`src/rtl/fetch_vector_control.sv`:
```
// fetch_vector_control: reset-vector and prioritised interrupt-vector fetch sequencer; define FETCH_NMI_EN to make line 0 non-maskable
module fetch_vector_control #(
  parameter int NUM_INT = 4,
  parameter int SRC_W   = 3
) (
  input  logic               clk,
  input  logic               rst,
  input  logic               valid,
  input  logic               flush,
  input  logic [NUM_INT-1:0] int_req,
  input  logic [NUM_INT-1:0] int_mask,
  output logic               extend,
  output logic               fetch,
  output logic [SRC_W-1:0]   fetch_src,
  output logic [NUM_INT-1:0] int_ack,
  output logic [NUM_INT-1:0] int_pend
);
  localparam int SEL_W = NUM_INT > 1 ? $clog2(NUM_INT) : 1;
  typedef enum logic [1:0] {STRT, RST, NORM, INT} state_t;
  state_t state, state_nxt;
  logic [NUM_INT-1:0] pend, req_q, mask, elig, pick;
  logic [SEL_W-1:0] sel, win;
  logic any, load, svc;
`ifdef FETCH_NMI_EN
  assign mask = int_mask & ~NUM_INT'(1);
`else
  assign mask = int_mask;
`endif
  assign elig = pend & ~mask;
  // the line being acknowledged must not re-win the back-to-back selection
  assign pick = state == INT ? elig & ~(NUM_INT'(1) << sel) : elig;
  assign any = |pick;
  assign svc = state == INT && valid;
  always_comb begin
    win = '0;
    for (int i = NUM_INT - 1; i >= 0; i--)
      if (pick[i]) win = SEL_W'(i);
  end
  always_comb begin
    state_nxt = state == STRT ? RST :
                state == NORM ? (any && !flush ? INT : NORM) :
                valid         ? (any ? INT : NORM) : state;
    load      = state_nxt == INT && (state != INT || valid);
    extend    = valid && (state == RST || state == INT);
    fetch     = extend;
    fetch_src = svc ? SRC_W'(sel) + SRC_W'(1) : '0;
    int_ack   = svc ? NUM_INT'(1) << sel : '0;
  end
  always_ff @(posedge clk or posedge rst) begin
    if (rst) begin
      state <= STRT;
      pend  <= '0;
      req_q <= '0;
      sel   <= '0;
    end else begin
      state <= state_nxt;
      req_q <= int_req;
      pend  <= (pend & ~int_ack) | (int_req & ~req_q);
      if (load) sel <= win;
    end
  end
  assign int_pend = pend;
endmodule

```
`config.mk`:
```
export PLATFORM = sky130hd
export DESIGN_NAME = fetch_vector_control
export DESIGN_NICKNAME = d
export VERILOG_FILES = /design/src/rtl/fetch_vector_control.sv
export SDC_FILE = /design/constraint.sdc
export NUM_CORES = 1
export LEC_CHECK = 0
export ABC_AREA = 1
export CORE_MARGIN = 10
export CORE_UTILIZATION = 40
export CTS_CLUSTER_SIZE = 25
export DETAILED_ROUTE_END_ITERATION = 12
export PLACE_DENSITY = 0.84
export SKIP_LAST_GASP = 1
export SYNTH_ARGS = -nofsm -noshare
export SYNTH_HDL_FRONTEND = slang
export SYNTH_SLANG_ARGS = --single-unit
```
`constraint.sdc`:
```
create_clock -name clk -period 1.65 [get_ports clk]
set_clock_uncertainty 0.1 [all_clocks]
set_input_delay 0.4125 -clock clk [delete_from_list [all_inputs] [get_ports clk]]
set_output_delay 0.4125 -clock clk [all_outputs]
set_load 0.01 [all_outputs]
```
==> results.tsv, run 1 <==
stage	metric	value	unit
flow_run	number of max-cap violations	0	
power_and_ir_drop	total power	1.90	mW
logic_synthesis	Post-Syn Area	646	um2
power_and_ir_drop	Seq pwr share	24.1	%
drt	DR DRC count	0	
critical_path	Worst EP arrival	1.32	ns
drt	WL per Instance	14.4	um
finish	share of layout cells above drive strength 1	46.4	%
cts	CTS tree	built	
finish	multi-input logic area	355	um2
logic_synthesis	most frequent cells after synthesis	inv_1, nand2_1, dfrtp_1, nor2_1, nand3_1	
logic_synthesis	Post-synth EDFFs	0	
power_and_ir_drop	Internal Power	1.12	mW
critical_path	crit end category	primary output	
global_route	initial antenna violation count	0	
status	status	finished, violations left	
power_and_ir_drop	Clk pwr share	12.7	%
finish	area grow syn2layout	80.4	%
finish	Fill cells	108	
power_and_ir_drop	switching portion of total power	41.2	%
cts	H-tree depth	1	
logic_synthesis	Synth top area share	46.5	%
placed_design	sum of net half-perimeters after detailed placement	1290	um
hold_path	Hold WC Path Type	input port to async pin	
power_and_ir_drop	Leakage Power	0.602	nW
finish	Final Util	76.4	%
finish	register area	303	um2
logic_synthesis	syn_area_per_cell	7.97	um2
sta	Fmax achieved	544	MHz
global_route	largest net degree at the start of global routing	13	
die	starting density of the core	42.4	%
sta	RSZ-0062 raised after global routing	yes	
sta	Worst-Margin Slew	0.482	ns
sta	Tmin final	1.84	ns
logic_synthesis	post-synthesis cell count	81	
placed_design	Post-DP Area	936	um2
cts	Root Driver	clkbuf_4	
global_route	vias in the first global route	677	
placed_design	gpl congestion	0.871	
cts	Clock Path Buffers	2	
cts	latest clock arrival within the worst-skew pair	0.28	ns
drt	Vias/cell	4.75	
finish	ant diodes	0	
drt	via count	670	
finish	final non-filler cell total	141	
logic_synthesis	Async S/R FF share, synth	100	%
placed_design	DP Worst Slack	-0.617	ns
die	Rows	14	
sta	setup TNS	-1.05	ns
sta	Fin. Hold Viols	0	
die	Die H	60.2	um
sta	Final Setup Violations	7	
power_and_ir_drop	Cell Pwr Density	1630	nW/um2
placed_design	dpl cells	125	
critical_path	WS Path Type	register to primary output	
logic_synthesis	Yosys reg bits	12	
drt	final WL	2030	um
cts	Reg clk slew, reported paths	0.08	ns
logic_synthesis	warnings from Yosys	0	
placed_design	I/O Buffers	24	
power_and_ir_drop	Comb pwr share	63.2	%
die	die area	3620	um2
cts	cts hold-fix bufs	0	
global_route	Global Route Usage Sum	10.5	%
finish	final net count	142	
logic_synthesis	count leader, synth	inv_1	
logic_synthesis	Yosys cell types	16	
drt	Iter 0 DRT Violations	14	
sta	max-slew violation count	0	
sta	Period Utilization, post-route	111	%
power_and_ir_drop	maximum vdd drop	0.937	mV
cts	TritonCTS buffer count	3	
die	Die Wd	60.2	um
critical_path	worst-path fanout max	4	
global_route	first-pass GRT wire length	2930	um
logic_synthesis	Post-Syn Nets	97	
finish	fin area	1160	um2
die	IO Pins	25	
sta	Rel. slew slack	67.8	%
status	failing checks	setup timing	
logic_synthesis	Seq/Total Area, Yosys	46.5	%
logic_synthesis	Top FF cell, synth	dfrtp_1	
sta	Hold WS	0.340	ns
logic_synthesis	top post-synthesis cells by area	dfrtp_1, inv_1, nand2_1	
logic_synthesis	dominant cell type by area after synthesis	dfrtp_1	
drt	DR pass1 iterations	4	
cts	clock sink count	12	
power_and_ir_drop	Net Sw Power	0.785	mW
critical_path	Critical Path RT	1.14	ns
sta	final worst slack	-0.187	ns
drt	ANT nets after route	0	
die	core area	1520	um2
global_route	total global routing overflow	0	
critical_path	critical path startpoint category	register	
-- layer usage --
metal	track usage (%)	routed length, um	up-vias
met5	0	0	-
met4	4.81	57	0
met3	3.18	136	7
met2	18.8	1010	27
met1	10.9	821	303
li1	-	-	333
-- kinds of logic (layout without fill, tap and decap cells) --
group | count (synthesis) | count (layout) | synth area share [%]
AND/OR/NAND/NOR | 37 | 37 | 26.4
adder cells (fa/ha/maj) | 4 | 4 | 7.75
buffers and inverters | 22 | 66 | 14.0
flip-flops | 12 | 12 | 46.5
AO/OA/AOI/OAI | 6 | 6 | 5.42
-- worst max-delay path: stages, from the launching register on --
cell and delay, ns:
dfrtp_1 0.45, inv_2 0.09, ha_4 0.27, inv_2 0.03
nor2_2 0.08, buf_2 0.13
-- power by group through the flow --
stage	Combinational (mW)	Sequential [mW]	Clock, mW
floorplan	0.444	0.467	0
global placement	0.826	0.449	0
detailed placement	0.844	0.454	0
CTS	0.959	0.462	0.247
global route	1.31	0.468	0.262
finish	1.20	0.458	0.242
-- cell type report --
cell class / instances / area share, %
clock buffer: 4 / 3.11
inverter: 20 / 6.44
multi-input combinational: 47 / 30.5
sequential: 12 / 26.0
tap: 16 / 1.72
timing repair buffer: 42 / 32.2
-- sequential cells by signal (all words and copies together), names as in the netlist --
name / cells
req_q: 4
int_pend: 4
state: 2
sel: 2
-- placed cells by master (no fill, tap or decap) --
master | Yosys | final
inv_1 | 18 | 13
inv_2 | 2 | 7
nand4_1 | 1 | 1
ha_2 | 0 | 1
buf_4 | 2 | 15
buf_6 | 0 | 7
ha_4 | 0 | 3
nor2_2 | 0 | 3
dfrtp_1 | 12 | 10
nand2_2 | 1 | 2
o21ai_0 | 1 | 1
dfrtp_2 | 0 | 2
nor2_1 | 12 | 7
nand2_1 | 14 | 13
nor2_4 | 1 | 3
clkbuf_4 | 0 | 3
buf_2 | 0 | 4
dlygate4sd2_1 | 0 | 5
clkbuf_8 | 0 | 1
nand3_4 | 0 | 2
nand3_2 | 1 | 3
a21oi_1 | 1 | 1
or2_4 | 1 | 1
o22ai_1 | 4 | 4
clkdlybuf4s50_1 | 0 | 10
nand3_1 | 6 | 2
buf_12 | 0 | 1
-- worst paths after layout --
kind / startpoint / endpoint / slack [ns] / cells past startpoint
setup / recovery: sel[0] / fetch_src[1] / -0.19 / 5
hold / removal: rst / req_q[1] / 0.34 / 2
setup reg to reg: sel[0] / sel[1] / 0.03 / 11
hold reg to reg: req_q[2] / int_pend[2] / 0.34 / 1
max in group asynchronous: rst / state[0] / 0.75 / 2
min in group clk: req_q[2] / int_pend[2] / 0.34 / 1
-- what timing repair did --
item / CTS / global route
pin swaps: 9 / 7
endpoints found under the setup margin: 13 / 9
gates resized for setup: 66 / 10
setup buffers: 5 / 8
Note: power is estimated with default switching activity, not from simulation.
==> run 2: changes to the inputs <==
CTS_CLUSTER_SIZE = not set   (was 25)
SLEW_MARGIN = 30   (was not set)
==> results of run 2 <==
No change in the layout: final DEF, timing and power equal those of run 1.
